File: config.mk
export PLATFORM = sky130hd
export DESIGN_NAME = adc_serial_capture
export DESIGN_NICKNAME = d
export VERILOG_FILES = /design/src/rtl/adc_serial_capture.sv
export SDC_FILE = /design/constraint.sdc
export NUM_CORES = 1
export LEC_CHECK = 0
export ABC_AREA = 1
export CORE_ASPECT_RATIO = 1.4
export CORE_UTILIZATION = 40
export CTS_BUF_LIST = sky130_fd_sc_hd__clkbuf_4 sky130_fd_sc_hd__clkbuf_8
export CTS_CLUSTER_SIZE = 10
export DETAILED_ROUTE_END_ITERATION = 7
export PLACE_DENSITY = 0.56
export SLEW_MARGIN = 15
export SYNTH_ARGS = -nofsm -noshare
export SYNTH_HDL_FRONTEND = slang
export SYNTH_SLANG_ARGS = --single-unit
File: constraint.sdc
create_clock -name clk -period 2.9 [get_ports clk]
set_input_delay 0.58 -clock clk [delete_from_list [all_inputs] [get_ports clk]]
set_output_delay 0.58 -clock clk [all_outputs]
set_load 0.1 [all_outputs]
File: src/rtl/adc_serial_capture.sv
// Serial-ADC front end: timer-paced chip-select frames, N_CHANNELS adc_sd lanes shifted in parallel,
// one word per lane on a valid/ready port. Define ADC_SIGNED_EN to emit two's-complement words.
module adc_serial_capture #(
  parameter int N_CHANNELS    = 1,
  parameter int DATA_BITS     = 12,
  parameter int LEAD_BITS     = 4,
  parameter int TRAIL_BITS    = 0,
  parameter int CLK_DIV       = 2,
  parameter int SAMPLE_CYCLES = 1000,
  parameter int CS_QUIET      = 4
) (
  input  logic                            clk,
  input  logic                            reset,
  input  logic                            run,
  output logic                            adc_cs,
  output logic                            adc_clk,
  input  logic [N_CHANNELS-1:0]           adc_sd,
  output logic [N_CHANNELS*DATA_BITS-1:0] sample_data,
  output logic                            sample_valid,
  input  logic                            sample_ready,
  output logic                            overrun
);

  localparam int FRAME_BITS = LEAD_BITS + DATA_BITS + TRAIL_BITS;
  localparam int TIMER_W    = $clog2(SAMPLE_CYCLES + 1);
  localparam int DIV_W      = $clog2(CLK_DIV + 1);
  localparam int BIT_W      = $clog2(FRAME_BITS + 1);
  localparam int QUIET_W    = $clog2(CS_QUIET + 1);

  typedef enum logic [2:0] {
    S_IDLE,
    S_SETUP,
    S_SHIFT,
    S_DONE,
    S_QUIET
  } state_e;

  state_e                          state_q;
  logic [TIMER_W-1:0]              timer_q;
  logic [TIMER_W-1:0]              timer_d;
  logic                            trigger;
  logic [DIV_W-1:0]                div_q;
  logic [BIT_W-1:0]                bit_q;
  logic [QUIET_W-1:0]              quiet_q;
  logic                            adc_cs_q;
  logic                            adc_clk_q;
  logic                            valid_q;
  logic                            overrun_q;
  logic [N_CHANNELS*DATA_BITS-1:0] data_q;
  logic [N_CHANNELS*DATA_BITS-1:0] data_d;
  logic [DATA_BITS-1:0]            shift_q [N_CHANNELS];
  logic                            div_end;
  logic                            data_bit;
  logic                            shift_en;

  // NOTE: combinational blocks assign every output a default first so no path leaves it unassigned (no latch).
  always_comb begin
    trigger = run && (timer_q == TIMER_W'(SAMPLE_CYCLES - 1));
    timer_d = timer_q + TIMER_W'(1);
    if (!run || trigger) begin
      timer_d = '0;
    end
  end

  always_ff @(posedge clk or posedge reset) begin
    if (reset) begin
      timer_q <= '0;
    end else begin
      timer_q <= timer_d;
    end
  end

  always_comb begin
    div_end  = (div_q == DIV_W'(CLK_DIV - 1));
    data_bit = (bit_q >= BIT_W'(LEAD_BITS)) && (bit_q < BIT_W'(LEAD_BITS + DATA_BITS));
    shift_en = (state_q == S_SHIFT) && div_end && !adc_clk_q && data_bit;
  end

  // Lane c only ever touches its own slice; the MSB flip turns offset binary into two's complement.
  always_comb begin
    data_d = '0;
    for (int c = 0; c < N_CHANNELS; c++) begin
`ifdef ADC_SIGNED_EN
      data_d[c*DATA_BITS +: DATA_BITS] = shift_q[c] ^ {1'b1, {(DATA_BITS-1){1'b0}}};
`else
      data_d[c*DATA_BITS +: DATA_BITS] = shift_q[c];
`endif
    end
  end

  // NOTE: the shift registers carry no reset: every data bit is overwritten before each load.
  always_ff @(posedge clk) begin
    if (shift_en) begin
      for (int c = 0; c < N_CHANNELS; c++) begin
        shift_q[c] <= {shift_q[c][DATA_BITS-2:0], adc_sd[c]};
      end
    end
  end

  always_ff @(posedge clk or posedge reset) begin
    if (reset) begin
      state_q   <= S_IDLE;
      adc_cs_q  <= 1'b1;
      adc_clk_q <= 1'b1;
      div_q     <= '0;
      bit_q     <= '0;
      quiet_q   <= '0;
      data_q    <= '0;
      valid_q   <= 1'b0;
      overrun_q <= 1'b0;
    end else begin
      overrun_q <= 1'b0;
      if (valid_q && sample_ready) begin
        valid_q <= 1'b0;
      end
      if (trigger && (state_q != S_IDLE)) begin
        overrun_q <= 1'b1;
      end
      case (state_q)
        S_IDLE: begin
          if (trigger) begin
            state_q  <= S_SETUP;
            adc_cs_q <= 1'b0;
            div_q    <= '0;
            bit_q    <= '0;
          end
        end
        S_SETUP: begin
          if (div_end) begin
            div_q     <= '0;
            adc_clk_q <= 1'b0;
            state_q   <= S_SHIFT;
          end else begin
            div_q <= div_q + DIV_W'(1);
          end
        end
        S_SHIFT: begin
          if (div_end) begin
            div_q <= '0;
            if (!adc_clk_q) begin
              adc_clk_q <= 1'b1;
            end else if (bit_q == BIT_W'(FRAME_BITS - 1)) begin
              // Load wins over the clear above, so a same-edge consume keeps valid high.
              state_q  <= S_DONE;
              adc_cs_q <= 1'b1;
              data_q   <= data_d;
              valid_q  <= 1'b1;
              if (valid_q && !sample_ready) begin
                overrun_q <= 1'b1;
              end
            end else begin
              bit_q     <= bit_q + BIT_W'(1);
              adc_clk_q <= 1'b0;
            end
          end else begin
            div_q <= div_q + DIV_W'(1);
          end
        end
        S_DONE: begin
          state_q <= S_QUIET;
          quiet_q <= '0;
        end
        S_QUIET: begin
          if (quiet_q == QUIET_W'(CS_QUIET - 1)) begin
            state_q <= S_IDLE;
          end else begin
            quiet_q <= quiet_q + QUIET_W'(1);
          end
        end
        default: begin
          state_q <= S_IDLE;
        end
      endcase
    end
  end

  assign adc_cs       = adc_cs_q;
  assign adc_clk      = adc_clk_q;
  assign sample_data  = data_q;
  assign sample_valid = valid_q;
  assign overrun      = overrun_q;

endmodule
==> results of run 1 <==
==> per-stage QoR <==
| step | total power, W | cells |
|---|---|---|
| global placement | 0.000779 | 329 |
| finish | 0.00126 | 337 |
| CTS | 0.00128 | 337 |
| floorplan | 0.000767 | 241 |
| detailed placement | 0.000780 | 329 |
| global route | 0.00131 | 337 |
==> sequential cells by signal (all words and copies together), names as in the netlist <==
register	cells
bit_q	5
adc_cs	1
shift_q	12
timer_q	10
adc_clk	1
overrun	1
sample_valid	1
state_q	3
sample_data	12
quiet_q	3
div_q	2
==> cell type report <==
type,count,area [sq um]
Timing Repair Buffer,22,175
Tap cell,68,85.1
Clock buffer,5,68.8
Multi-Input combinational cell,157,795
Clock inverter,3,42.5
Inverter,31,121
Fill cell,533,2860
Sequential cell,51,1340
==> cells by family after synthesis <==
family,count (synthesis),synth area share (%)
AO/OA/AOI/OAI,18,4.19
buffers and inverters,33,6.34
adder cells (fa/ha/maj),6,3.31
XOR/XNOR,1,0.386
flip-flops,51,59.0
AND/OR/NAND/NOR,132,26.8
==> layer usage <==
metal	global-route usage [%]	part of all wire, %
met5	0	0
met4	6.52	0.93
met3	2.64	2.4
met2	24.5	50
met1	20.7	47
==> final timing paths <==
path                                         start                         end  slack [ps]  depth (start not counted)
setup / recovery               adc_clk$_DFFE_PP1P_                     adc_clk        1160                          1
hold / removal             shift_q[0][4]$_DFFE_PP_     shift_q[0][5]$_DFFE_PP_         450                          0
setup reg to reg              bit_q[1]$_DFFE_PP0P_  sample_data[8]$_DFFE_PP0P_        1200                          8
hold reg to reg            shift_q[0][4]$_DFFE_PP_     shift_q[0][5]$_DFFE_PP_         450                          0
max in group asynchronous                    reset          adc_cs$_DFFE_PP1P_        1840                          3
min in group asynchronous                    reset  sample_data[6]$_DFFE_PP0P_         690                          3
==> power groups by stage <==
stage | clock network [W] | registers (W) | logic, W
after global routing | 0.000537 | 0.000739 | 0.0000303
after detailed placement | 0 | 0.000753 | 0.0000267
after CTS | 0.000512 | 0.000738 | 0.0000267
final | 0.000497 | 0.000738 | 0.0000253
after floorplan | 0 | 0.000752 | 0.0000145
after global placement | 0 | 0.000753 | 0.0000263
==> placed cells by master, fill, tap and decap left out, drive strengths merged, types with 4 or more instances in the layout <==
cell	synthesis	layout
nand2	78	78
dfrtp	37	37
inv	31	32
nor2	23	23
nand3	19	19
buf	2	18
edfxtp	12	12
o21ai	11	11
ha	6	6
clkbuf	0	5
a21oi	4	4
clkdlybuf4s50	0	4
nor3	4	4
==> PnR_summary.wiki, run 1 <==
{| class="wikitable"
! Metric !! Value
|-
| Run status || complete, no violations
|-
| FF+latch count, synth || 51
|-
| Detailed-route wire length per cell || 12.1 um
|-
| Distinct cell type count after synthesis || 29
|-
| Count of flip-flops with a built-in enable after synthesis || 12
|-
| Top cell family by delay on the critical path || flip-flops
|-
| First-pass GRT wire length || around 7100 um
|-
| Part of the cycle the worst path needs || 60.1%
|-
| Number of optimization iterations in the first detailed-route pass || 4
|-
| Mean number of vias per cell || 4.70
|-
| Portion of the post-synthesis area used by sequential elements || around three fifths
|-
| Static Leakage || around 1.3 nW
|-
| Path category of the worst min-delay check || reg -> reg
|-
| Total routed wirelength || 4080 um
|-
| Summed negative setup slack over all endpoints || 0 ps
|-
| Synthesized area divided by synthesized cell count || 9.42 sq um
|-
| Cell count after synthesis || roughly 240
|-
| Startpoint-to-endpoint class of the critical path || reg -> out
|-
| GRT Residual Overflow || 0
|-
| Critical path, cell by cell || buf_4
|-
| Die extent in y || 91.2 um
|-
| Worst-Margin Slew || 494 ps
|-
| RSZ-0062 raised after global routing || false
|-
| Kind of capture point of the worst setup path || output pin
|-
| Share of power burned in registers || 58.6%
|-
| FMAX || 0.574 GHz
|-
| Initial standard-cell utilization of the core || about two fifths
|-
| Number of buffer and inverter instances along the worst setup path || 1
|-
| Number of top-level pins || 21
|-
| Max-cap violations || 0
|-
| Vias post-DR || around 1600
|-
| Cell accounting for the most synthesized area || sky130_fd_sc_hd__dfrtp_1
|-
| Horizontal extent of the die || 65.7 um
|-
| # clock sinks || 51
|-
| Global placer's final weighted congestion || 0.784
|-
| Mapped Nets || 252
|-
| Most used flip-flop cell after synthesis || sky130_fd_sc_hd__dfrtp_1
|-
| Die ar. || ~6000 sq um
|-
| Placement Cell Area || between 2000 and 3000 sq um
|-
| WP data arrival || 1160 ps
|-
| Fraction of synthesized cell area taken by the top area cell type || 40.8%
|-
| Cts-stage hold buffer count || 0
|-
| CTS tree || done
|-
| PortBufs || 20
|-
| Data required time of the critical path || 2320 ps
|-
| Synth async-reset ratio || 76.5%
|-
| Maximum fanout along the worst path || 4
|-
| Yosys synthesis warning count || 0
|-
| Area contributors post-synth || sky130_fd_sc_hd__dfrtp_1, sky130_fd_sc_hd__edfxtp_1, sky130_fd_sc_hd__nand2_1, sky130_fd_sc_hd__inv_1, sky130_fd_sc_hd__nand3_1
|-
| Non-Filler Cell Area, Final || 2630 sq um
|-
| Clk network pwr share || 39.4%
|-
| Number of remaining DRC errors || 0
|-
| Max stage delay cell, worst path || sky130_fd_sc_hd__dfstp_2
|-
| Cell chosen for the clock root || sky130_fd_sc_hd__clkbuf_8
|-
| Antenna violation net count after detailed routing || 0
|-
| Worst-case headroom to the max-slew limit || roughly two thirds
|-
| Initial antenna violation count || 0
|-
| Placement Rows || 32
|-
| Kind of start point of the critical path || flip-flop
|-
| Fraction of the core area covered by cells at the end of the flow || 47.9%
|-
| PD cells || between 400 and 500 nW/um^2
|-
| Combinational share of power || under 10%
|-
| Fraction of layout cells with a size suffix above 1 || 15.2%
|-
| Setup-violating endpoint count in the final report || 0
|-
| Count of endpoints failing hold in the final timing report || 0
|-
| Commonest cells post-synth || sky130_fd_sc_hd__nand2_1, sky130_fd_sc_hd__dfrtp_1, sky130_fd_sc_hd__inv_1
|-
| Dpl ws || 1060 ps
|-
| Number of instances resized during post-cts repair || 0
|-
| Number of global-route vias before repair || 1550
|-
| Global router's overall resource usage || 15.5%
|-
| Min Clock Period, post-route || 1740 ps
|-
| Cell with the most instances after synthesis || sky130_fd_sc_hd__nand2_1
|-
| Pin count of the biggest net entering global routing || 40
|-
| Initial DRC count || 84
|-
| Clock Path Buffers || 2
|-
| NumNets Final || 279
|-
| Post-Synthesis Cell Area || 2270 sq um
|-
| Switching power of the nets || 0.000259 W
|-
| Number of buffers created by CTS || 5
|-
| Count of buffers added by post-CTS timing repair for setup || 0
|-
| Net Sw Frac || 20.5%
|-
| Clock Latency Late Sink || about 300 ps
|-
| Pint || about 0.0010 W
|-
| Number of levels the H-tree was split into || 2
|-
| Final worst slack || roughly 1200 ps
|-
| Longest individual stage delay on the worst path || 570 ps
|-
| Worst-case vdd ir drop || 358 uV
|-
| Number of pins with negative max-slew slack in the final report || 0
|-
| Register clock-pin slew on the reported worst setup and hold paths || ~100 ps
|-
| Final hold slack || roughly 450 ps
|-
| HPWL after DPL || 2860 um
|-
| Layout overhead on the synthesized area || 15.6%
|-
| Number of diodes added for antenna fixing || 0
|-
| Skew final || 7.65 ps
|-
| Core area || 5490 sq um
|}
No activity file was read; power rests on OpenSTA's default activity.
==> run 2, diff against run 1 <==
- PLACE_DENSITY: 0.56 -> 0.58
- clock period: 2.9 -> 1.6 ns (I/O delays scaled with it)
==> run 2 against run 1 <==
Via count increased by 4.0%; global-route usage about the same; clock skew increased by 3.9 ps; sequential share of layout area decreased by 6.1 points; sequential cell count unchanged; critical path depth increased by 1; register-to-register slack got worse by 1100 ps; clock power increased by 79%; final cell count increased by 2.7%; clock-buffer cell count increased by 1; critical path type unchanged; die area unchanged.
==> PnR_summary.wiki, run 2 (synthesis results as in run 1) <==
{| class="wikitable"
! Metric !! Value
|-
| Detailed-route wire length per cell || 11.9 um (-1.4%)
|-
| Maximum fanout along the worst path || 3 (-1)
|-
| Pin count of the biggest net entering global routing || 40 (unchanged)
|-
| Worst-Margin Slew || 323 ps (-171 ps)
|-
| Worst-case headroom to the max-slew limit || 78.2% (+11 points)
|-
| Vias post-DR || 1649 (+4.0%)
|-
| Global router's overall resource usage || 15.5% (about the same)
|-
| CTS tree || done
|-
| Levels on crit path || 2 (+1)
|-
| Final hold slack || 357 ps (-94.9 ps)
|-
| Worst-case vdd ir drop || 579 uV (+62%)
|-
| Min Clock Period, post-route || around 1600 ps
|-
| Placement Rows || 32 (unchanged)
|-
| Number of optimization iterations in the first detailed-route pass || 4 (unchanged)
|-
| HPWL after DPL || 2980 um (+4.3%)
|-
| Number of levels the H-tree was split into || 2 (unchanged)
|-
| Number of pins with negative max-slew slack in the final report || 0 (unchanged)
|-
| Total routed wirelength || 4130 um (+1.2%)
|-
| Number of remaining DRC errors || 0 (unchanged)
|-
| Setup-violating endpoint count in the final report || 0 (unchanged)
|-
| Cell chosen for the clock root || sky130_fd_sc_hd__clkbuf_8
|-
| Part of the cycle the worst path needs || a little over nine tenths
|-
| Kind of capture point of the worst setup path || output pin
|-
| Clock Latency Late Sink || 300 ps (about the same)
|-
| Flop2flop setup slack || 80 ps (-1120 ps)
|-
| Register clock-pin slew on the reported worst setup and hold paths || 90 ps (about the same)
|-
| Number of buffers created by CTS || 5 (unchanged)
|-
| # clock sinks || 51 (unchanged)
|-
| PortBufs || 20 (unchanged)
|-
| Clock Path Buffers || 2 (unchanged)
|-
| Path category of the worst min-delay check || in -> async
|-
| Summed negative setup slack over all endpoints || 0 ps (unchanged)
|-
| Number of buffer and inverter instances along the worst setup path || 2 (+1)
|-
| Run status || complete, no violations
|-
| First-pass GRT wire length || 7130 um (about the same)
|-
| Global placer's final weighted congestion || 0.812 (+3.5%)
|-
| FMAX || 0.643 GHz
|-
| Antenna violation net count after detailed routing || 0 (unchanged)
|-
| Initial DRC count || 67 (-20%)
|-
| Commonest cells after routing, fill and taps aside || sky130_fd_sc_hd__nand2_1, sky130_fd_sc_hd__dfrtp_1, sky130_fd_sc_hd__inv_1, sky130_fd_sc_hd__buf_12
|-
| PD cells || 762 nW/um^2 (+59%)
|-
| Top cell family by delay on the critical path || flip-flops
|-
| WP data arrival || 1240 ps (+80 ps)
|-
| Depth of the worst register-to-register path || 4 (-4)
|-
| Max stage delay cell, worst path || sky130_fd_sc_hd__dfstp_4
|-
| Fraction of layout cells with a size suffix above 1 || 22.7% (+7.4 points)
|-
| Count of endpoints failing hold in the final timing report || 0 (unchanged)
|-
| Initial standard-cell utilization of the core || 41.4% (unchanged)
|-
| Mean number of vias per cell || 4.77 (+1.3%)
|-
| Longest individual stage delay on the worst path || 620 ps (+50 ps)
|-
| Data required time of the critical path || 1280 ps (-1040 ps)
|-
| Static Leakage || 1.41 nW (+8.2%)
|-
| Layout overhead on the synthesized area || 31.7%
|-
| Initial antenna violation count || 0 (unchanged)
|-
| Horizontal extent of the die || 65.7 um (unchanged)
|-
| Core area || 5490 sq um (unchanged)
|-
| Die ar. || 5990 sq um (unchanged)
|-
| Kind of start point of the critical path || flip-flop
|-
| Number of global-route vias before repair || 1594 (+2.8%)
|-
| Number of diodes added for antenna fixing || 0 (unchanged)
|-
| Power, Total || 0.00228 W (+81%)
|-
| Max-cap violations || 0 (unchanged)
|-
| GRT Residual Overflow || 0 (unchanged)
|-
| Number of top-level pins || 21 (unchanged)
|-
| Die extent in y || 91.2 um (unchanged)
|-
| Commonest non-fill, non-tap cell in the layout || sky130_fd_sc_hd__nand2_1
|-
| Critical path, cell by cell || buf_4 > buf_12
|-
| Startpoint-to-endpoint class of the critical path || reg -> out
|-
| Skew final || 11.5 ps (+3.87 ps)
|-
| NumNets Final || 288 (+3.2%)
|}
==> run 2: changes by cell type in the layout (fill, tap and decap cells not counted), sizes merged <==
cell / before / now
inv: 32 / 31
buf: 18 / 27
clkbuf: 5 / 6
clkinvlp: 0 / 1
clkinv: 1 / 0
==> run 2: stage by stage <==
stage               area [sq um]  setup WS, ps  util [%]  instances
floorplan                   2290          5.00         -        241
finish                      2990          45.0      54.5        346
detailed placement          2820         -26.3      51.5        336
CTS                         2940          25.9      53.6        344
global route                2990         -2.67      54.5        346
global placement            2820          15.7      51.5        336
==> run 2: tightest hold or removal path, delay by kind of cell <==
family,cells,cell delay (ps)
buffers and inverters,3,710
==> run 2: power by group <==
| part | total, W | internal [W] | switching (W) |
|---|---|---|---|
| logic | 0.0000514 | 0.0000204 | 0.0000310 |
| clock network | 0.000889 | 0.000484 | 0.000406 |
| registers | 0.00134 | 0.00133 | 0.00000468 |
==> run 2: area by class of cell <==
type	count	area [sq um]
clock buffer	6	76.3
clock inverter	2	37.5
fill	491	2490
inverter	31	121
multi-input combinational	157	847
sequential	51	1340
tap	68	85.1
timing repair buffer	31	480
==> run 2: path summary, 6_finish.rpt <==
| kind | to | startpoint |
|---|---|---|
| min in group clk | shift_q[0][11]$_DFFE_PP_ | shift_q[0][10]$_DFFE_PP_ |
| max | adc_clk | adc_clk$_DFFE_PP1P_ |
| max reg2reg | shift_q[0][8]$_DFFE_PP_ | state_q[0]$_DFFE_PP0P_ |
| max in group asynchronous | adc_cs$_DFFE_PP1P_ | reset |
| min reg2reg | shift_q[0][11]$_DFFE_PP_ | shift_q[0][10]$_DFFE_PP_ |
| min | sample_data[1]$_DFFE_PP0P_ | reset |
==> run 2: metal layers <==
metal	share of wire, %	track usage (%)	vias to the layer above
met1	47	20.8	783
li1	-	-	840
met3	2.5	3.02	4
met4	1.2	5.43	0
met5	0	0	-
met2	50	24.7	22
==> run 2: timing repair <==
action | 4_1_cts | 5_1_grt
setup buffers | 0 | 2
hold buffers | 0 | 0
pin swaps | 1 | 6
endpoints found under the setup margin | 5 | 19
gates resized for setup | 1 | 12
